--- config.mk ---
export PLATFORM = sky130hd
export DESIGN_NAME = hvac_actuator_ctrl
export DESIGN_NICKNAME = d
export VERILOG_FILES = /design/src/rtl/hvac_actuator_ctrl.sv
export SDC_FILE = /design/constraint.sdc
export NUM_CORES = 1
export LEC_CHECK = 0
export CAP_MARGIN = 20
export CORE_AREA = 2 2 50 52
export CTS_BUF_LIST = sky130_fd_sc_hd__clkbuf_4
export DETAILED_ROUTE_END_ITERATION = 10
export DIE_AREA = 0 0 52 54
export DONT_BUFFER_PORTS = 1
export PLACE_DENSITY_LB_ADDON = 0.05
export SLEW_MARGIN = 20
export SYNTH_ARGS = -nofsm -noshare
export SYNTH_HDL_FRONTEND = slang
export SYNTH_SLANG_ARGS = --single-unit
--- constraint.sdc ---
create_clock -name clk -period 2.6 [get_ports clk]
set_clock_uncertainty 0.15 [all_clocks]
set_input_delay 0.26 -clock clk [delete_from_list [all_inputs] [get_ports clk]]
set_output_delay 0.26 -clock clk [all_outputs]
set_load 0.01 [all_outputs]
--- src/rtl/hvac_actuator_ctrl.sv ---
// Drives the heater relay, compressor relay and blower from a one-hot heat/cool/idle demand.
// It enforces fan lead and lag, minimum on-time and rest time. `define HVAC_FAULT_EN to add sticky illegal-demand detection.
module hvac_actuator_ctrl #(
  parameter int CNT_W        = 8,
  parameter int FAN_LEAD_CYC = 2,
  parameter int MIN_ON_CYC   = 8,
  parameter int FAN_LAG_CYC  = 3,
  parameter int MIN_OFF_CYC  = 6
) (
  input  logic       clk,
  input  logic       reset_n,
  input  logic       heat,
  input  logic       cool,
  input  logic       idle,
  output logic       heater_on,
  output logic       compressor_on,
  output logic       fan_on,
  output logic       busy,
  output logic [2:0] state_o,
  output logic       fault
);

  typedef enum logic [2:0] {
    S_OFF  = 3'd0,
    S_PRE  = 3'd1,
    S_HEAT = 3'd2,
    S_COOL = 3'd3,
    S_POST = 3'd4,
    S_REST = 3'd5
  } state_t;

  localparam int CNT_MAX = (1 << CNT_W) - 1;

  if (FAN_LEAD_CYC < 1 || FAN_LEAD_CYC > CNT_MAX) begin : g_bad_lead
    $error("hvac_actuator_ctrl: FAN_LEAD_CYC out of range");
  end
  if (MIN_ON_CYC < 1 || MIN_ON_CYC > CNT_MAX) begin : g_bad_on
    $error("hvac_actuator_ctrl: MIN_ON_CYC out of range");
  end
  if (FAN_LAG_CYC < 1 || FAN_LAG_CYC > CNT_MAX) begin : g_bad_lag
    $error("hvac_actuator_ctrl: FAN_LAG_CYC out of range");
  end
  if (MIN_OFF_CYC < 1 || MIN_OFF_CYC > CNT_MAX) begin : g_bad_off
    $error("hvac_actuator_ctrl: MIN_OFF_CYC out of range");
  end

  // A state lasting N cycles is entered with N-1 so it exits on the cycle the counter reads zero.
  localparam logic [CNT_W-1:0] LEAD_LD = CNT_W'(FAN_LEAD_CYC - 1);
  localparam logic [CNT_W-1:0] ON_LD   = CNT_W'(MIN_ON_CYC - 1);
  localparam logic [CNT_W-1:0] LAG_LD  = CNT_W'(FAN_LAG_CYC - 1);
  localparam logic [CNT_W-1:0] OFF_LD  = CNT_W'(MIN_OFF_CYC - 1);

  state_t           state_q, state_d;
  logic [CNT_W-1:0] cnt_q, cnt_d;
  logic             mode_q, mode_d;
  logic             rq_h, rq_c, dem_ok, cnt_zero, fault_now;

  assign rq_h     = heat & ~cool;
  assign rq_c     = cool & ~heat;
  assign dem_ok   = mode_q ? rq_c : rq_h;
  assign cnt_zero = (cnt_q == '0);

`ifdef HVAC_FAULT_EN
  logic fault_q;
  logic illegal;

  assign illegal = (({1'b0, heat} + {1'b0, cool} + {1'b0, idle}) != 2'd1);

  always_ff @(posedge clk) begin
    if (!reset_n)     fault_q <= 1'b0;
    else if (illegal) fault_q <= 1'b1;
  end

  // Use the live violation too, so the actuator drops on the same edge the flag sets.
  assign fault_now = fault_q | illegal;
  assign fault     = fault_q;
`else
  logic unused_idle;

  assign unused_idle = idle;
  assign fault_now   = 1'b0;
  assign fault       = 1'b0;
`endif

  always_ff @(posedge clk) begin
    if (!reset_n) begin
      state_q <= S_OFF;
      cnt_q   <= '0;
      mode_q  <= 1'b0;
    end else begin
      state_q <= state_d;
      cnt_q   <= cnt_d;
      mode_q  <= mode_d;
    end
  end

  always_comb begin
    state_d = state_q;
    cnt_d   = cnt_zero ? cnt_q : cnt_q - 1'b1;
    mode_d  = mode_q;
    case (state_q)
      S_OFF: begin
        cnt_d = '0;
        if (!fault_now && (rq_h || rq_c)) begin
          state_d = S_PRE;
          cnt_d   = LEAD_LD;
          mode_d  = rq_c;
        end
      end
      S_PRE: begin
        if (fault_now || !dem_ok) begin
          state_d = S_POST;
          cnt_d   = LAG_LD;
        end else if (cnt_zero) begin
          state_d = mode_q ? S_COOL : S_HEAT;
          cnt_d   = ON_LD;
        end
      end
      S_HEAT, S_COOL: begin
        // Minimum on-time holds until the counter runs out; afterwards only loss of demand ends the run.
        if (fault_now || (cnt_zero && !dem_ok)) begin
          state_d = S_POST;
          cnt_d   = LAG_LD;
        end
      end
      S_POST: begin
        if (cnt_zero) begin
          state_d = S_REST;
          cnt_d   = OFF_LD;
        end
      end
      S_REST: begin
        if (cnt_zero) state_d = S_OFF;
      end
      default: begin
        state_d = S_OFF;
        cnt_d   = '0;
      end
    endcase
  end

  always_comb begin
    heater_on     = 1'b0;
    compressor_on = 1'b0;
    fan_on        = 1'b0;
    busy          = (state_q != S_OFF);
    state_o       = state_q;
    case (state_q)
      S_PRE, S_POST: fan_on = 1'b1;
      S_HEAT: begin
        fan_on    = 1'b1;
        heater_on = 1'b1;
      end
      S_COOL: begin
        fan_on        = 1'b1;
        compressor_on = 1'b1;
      end
      default: fan_on = 1'b0;
    endcase
  end

endmodule

==> results.yml <==
clocking:
  clk_path_buf_depth: 2
  htreeDepth: 1
  cts-root-buf: "clkbuf_4"
  cts_sinks: 12
  cts-resized-gates: 0
  cts_tree: "built"
  clkLatencyLatePin_ns: 0.27
  cts_made_buffers: 3
  cts.clk_slew.worst_paths_ns: 0.08
route:
  ant_nets: 0
  viasPerCell: 5.62
  dr.pass1.iters: 4
  drt-total-wl_um: 1890
  routed-via-count: 747
  post-route-drc-count: 0
  first_iter_violations: 15
  wl_per_cell_um: 14.2
setup_path:
  critical_path_buf_inv_count: 2
  path_max_fanout: 4
  slowest_delay_ns: 0.57
  crit_family: "simple AND/OR/NAND/NOR gates"
  cpMaxStageDelayCell: "or4b_1"
  cp_common_cell: "ha_1"
  arrival_ns: 2.44
  end_kind: "flip-flop"
  cp-start-kind: "flip-flop"
  crit_chain: "inv_1, ha_1, or4b_1, nor2_8, inv_2, ha_1, mux2_2, o22ai_1, a32o_1"
  crit_type: "flip-flop to flip-flop"
  crit_required_ns: 2.67
logic_synthesis:
  synthFlopType: "dfxtp_1"
  synth_area_um2: 850
  ys_ff_latch: 12
  synthCells: 103
  ys_async_sr_fraction: 0
  synth_edf_count: 0
  synth_top_cell_by_area: "dfxtp_1"
  synthMostInstantiatedCell: "dfxtp_1"
  yosys-top-cells-area: "dfxtp_1, ha_1, nor2_1"
  syn_area_per_cell_um2: 8.25
  synth_cell_types: 43
  yosys.area.top_type_share: 0.283
  syn_nets: 112
  yosysSeqAreaShare: 0.283
  synth_common_cells: "dfxtp_1, nor2_1, a21oi_1, inv_1, nand2_1"
  synth_warnings: 0
status:
  status: "completed"
sta:
  setup_ws_ns: 0.234
  slew_headroom: 0.534
  finalSetupViolations: 0
  final_hold_viol_count: 0
  grt_setup_unrepaired: "false"
  period_minus_slack_ns: 2.37
  post-route-period-util: 0.910
  fmax_mhz: 423
  slew_viol_final: 0
  tightest_slew_ns: 0.699
  setup_tns_ns: 0
finish:
  num-nets-final: 113
  final_util: 0.387
  antennaDiodeCount: 0
  nFillCells: 243
  layout-drive-gt1-share: 0.0874
  fin_cells: 133
  area_delta_synth_final_pct: 5.60
global_route:
  grt_util_all_layers: 0.157
  grt_first_pass_wirelength_um: 3210
  grt_overflow: 0
  grt_antenna_before_repair: 0
  grt_pass1_vias: 680
  grt_max_degree: 21
power_and_ir_drop:
  p_switching_w: 0.000636
  p_per_area_mw_per_mm2: 1460
  switching_share: 0.487
  leakagePower_nw: 0.371
  power_w: 0.00131
  p_int_w: 0.000671
  power_frac_comb: 0.615
  pwr-share-seq: 0.291
  p_clk_frac: 0.094
  ir_drop_uv: 550
placed_design:
  portBuffers: 0
  place_inst: 128
  dpl_worst_slack_ns: 0.250
  hpwl_um: 1390
  gp_congestion: 0.742
floorplan:
  core-area_mm2: 0.00232
  rows: 18
  dieArea_mm2: 0.00281
  start_util: 0.366
  die_x_um: 52
  die_h_um: 54
  num_io_pins: 13
worst_hold_path:
  hp-class: "primary input to flip-flop"
run:
  max_cap_violations: 0
path summary, 6_finish.rpt:
| kind | cells after the start | start | endpoint | slack (ns) |
|---|---|---|---|---|
| setup reg to reg | 9 | cnt_q[0] | cnt_q[0] | 0.23 |
| hold / removal | 3 | reset_n | state_o[0] | 0.13 |
| hold reg to reg | 2 | cnt_q[3] | cnt_q[3] | 0.35 |
| setup / recovery | 9 | cnt_q[0] | cnt_q[0] | 0.23 |
cell families (layout without fill, tap and decap cells):
group           Yosys count  count (layout)  share of synthesized area
compound gates           24              24                      0.202
xor+xnor                  5               5                     0.0515
fa+ha+maj                 4               4                     0.0589
buf+inv                  13              13                     0.0707
flops                    12              12                      0.283
mux                       5               5                     0.0619
other cells               1               1                    0.00441
simple gates             39              39                      0.268
metrics by stage:
stage / hold WS (ns) / instance area [µm²]
final: 0.130 / 897
after global placement: 0.239 / 861
after CTS: 0.116 / 897
after detailed placement: 0.233 / 861
after floorplan: 0.228 / 850
after global routing: 0.145 / 897
power groups by stage:
stage                     combinational [W]  sequential [W]  clock (W)
after CTS                          0.000807        0.000378   0.000128
after detailed placement           0.000805        0.000383          0
final                              0.000803        0.000381   0.000123
after global routing               0.000893        0.000398   0.000138
after global placement             0.000806        0.000382          0
after floorplan                    0.000747        0.000309          0
layout by cell type, fill, tap and decap left out, types with 2 or more instances in the layout:
cell,synthesis,routed
dfxtp_1,12,12
nand3b_1,2,2
mux2i_1,3,3
inv_1,6,6
xnor2_1,4,4
or3_1,2,2
nand2b_1,2,2
nor3_1,3,3
mux2_2,2,2
nor2b_1,5,5
a21oi_1,6,6
o31ai_1,2,2
ha_1,4,4
o21ai_0,2,2
a32oi_1,2,2
o22ai_1,2,2
nand2_1,6,6
clkbuf_4,0,3
nor2_1,10,10
tightest hold or removal path: stages:
cell and delay [ns]:
nor2b_1 0.13, nand2_1 0.06, mux2i_1 0.06
final cells by class:
class                           count  area (µm²)  area share
Sequential cell                    12         240       0.268
Clock inverter                      1        3.75     0.00418
Inverter                            7        26.3      0.0293
Multi-Input combinational cell     78         549       0.612
Timing Repair Buffer                2        17.5      0.0195
Tap cell                           30        37.5      0.0418
Clock buffer                        3        22.5      0.0251
per-layer routing:
layer | track usage | vias to the layer above | wire length [µm]
met5 | 0 | - | 0
met4 | 0.105 | 0 | 39
met3 | 0.0306 | 4 | 60
met2 | 0.217 | 15 | 803
met1 | 0.218 | 355 | 987
li1 | - | 373 | -
sequential cells by signal (all words and copies together) (netlist names):
register  cells
cnt_q         8
mode_q        1
state_o       3
repair_timing:
action                    4_1_cts  5_1_grt
hold buffers                    1        0
buffers inserted                0        0
hold endpoints to repair        4        0
Power figures use the tool's default switching activity.
==> variant, RTL diff (same flow settings) <==
Change the parameter `CNT_W` from 8 to 7.
--- a/src/rtl/hvac_actuator_ctrl.sv
+++ b/src/rtl/hvac_actuator_ctrl.sv
@@ -1,7 +1,7 @@
 // Drives the heater relay, compressor relay and blower from a one-hot heat/cool/idle demand.
 // It enforces fan lead and lag, minimum on-time and rest time. `define HVAC_FAULT_EN to add sticky illegal-demand detection.
 module hvac_actuator_ctrl #(
-  parameter int CNT_W        = 8,
+  parameter int CNT_W        = 7,
   parameter int FAN_LEAD_CYC = 2,
   parameter int MIN_ON_CYC   = 8,
   parameter int FAN_LAG_CYC  = 3,
Behaviour: same outputs for any inputs over 10 cycles, from zero or initial values and one cycle with reset_n low; that may be too few to reach the edited logic, so the function may still have changed.
==> variant against the original RTL <==
Final area down 4.9%. Sequential cell count decreased by 1. Routed wire length down 11%. Area after synthesis decreased by 8.0%. Non-clock buffer count grew 1. Worst setup slack gained 0.44 ns. Die area is the same. Power is 7.2% lower. Largest cell class unchanged.
==> variant: results (changes against the original RTL) <==
metric	value	unit	change
wl_met1	787	um	-20%
wl_met2	801	um	-0.25%
drive_gt1_frac	0.172		+0.0843
status	completed		
finalPower	0.00121	W	-7.2%
wl_met3	66	um	+10%
synth_compound_area_frac	0.198		-0.00337
via_per_inst	5.15		-8.4%
fillerInstances	264		+8.6%
ys_seq_area_frac	0.282		-0.00117
multi_input_area_share	0.591		-0.0214
inverters_excl_clock	9		+2
p_leak	0.357	nW	-3.7%
design_area	853	um2	-4.9%
clockPowerShare	0.108		+0.014
crit_arrival	1.93	ns	-0.51 ns
gp_congestion	0.734		-1.1%
synthAdderAreaFrac	0.0800		+0.0211
layout.nonclk_buf_frac	0.0293		+0.00980
critPathMaxFanout	8		+4
grt_use_met2	0.241		+0.0232
muxShareOfSynthArea	0.0400		-0.0219
gr-usage-met3	0.0361		+0.00556
multi_input_comb_cells	72		-7.7%
drtIter0Drc	5		-10
hpwl	1290	um	-6.6%
rr_startpoint	cnt_q[1]$_SDFF_PN0_		
netSwitchingFraction	0.485		-0.00159
synthTopCellsByArea	dfxtp_1 (28%), ha_1 (8.0%), nand2_1 (5.3%)		
whs_path_depth	2		-1
p_seq	0.000324	W	-15%
grt_pass1_vias	656		-3.5%
clk_share	0.0352		+0.00590
signal_buffers	3		+1
final.clkbuf_count	4		+1
largest_reg_flops	7		-1
setup_ws	0.674	ns	+0.440 ns
cts.sinks	11		-1
r2r_cells	8		-1
synth_cell_type_count	38		-12%
vdd_drop_max	0.555	mV	+0.99%
place_area	813	um2	-5.5%
seq_area_frac	0.258		-0.00972
synth_xor_xnor_area_share	0.0672		+0.0157
holdBufCountCts	1		unchanged
grtUsageTotal	0.140		-0.0172
grt_pass1_wl	2850	um	-11%
drt_wl_total	1680	um	-11%
synth_common_cells	dfxtp_1 (11), nand2_1 (11), nor2_1 (11), inv_1 (7)		
[variant: worst min-delay path by stage]
stage	to	slack [ns]	from
2_1_floorplan	state_o[2]$_SDFFE_PN0P_	0.23	reset_n
6_report	mode_q$_SDFFE_PN0P_	0.01	reset_n
3_5_place_dp	state_o[2]$_SDFFE_PN0P_	0.23	reset_n
5_1_grt	mode_q$_SDFFE_PN0P_	0.02	reset_n
3_3_place_gp	state_o[2]$_SDFFE_PN0P_	0.24	reset_n
4_1_cts	mode_q$_SDFFE_PN0P_	0.01	reset_n
[variant: through the flow]
stage | hold slack, ns | cells
floorplan | 0.228 | 96
global placement | 0.238 | 124
detailed placement | 0.233 | 124
CTS | 0.0104 | 129
global route | 0.0208 | 129
finish | 0.0112 | 129
[variant: worst max-delay path, cell delays in order, from the launching register on]
cell	delay (ns)
dfxtp_1	0.34
inv_1	0.08
ha_1	0.13
nor3b_2	0.25
and2_4	0.23
inv_4	0.06
ha_1	0.28
a221oi_2	0.23
nor2_1	0.06
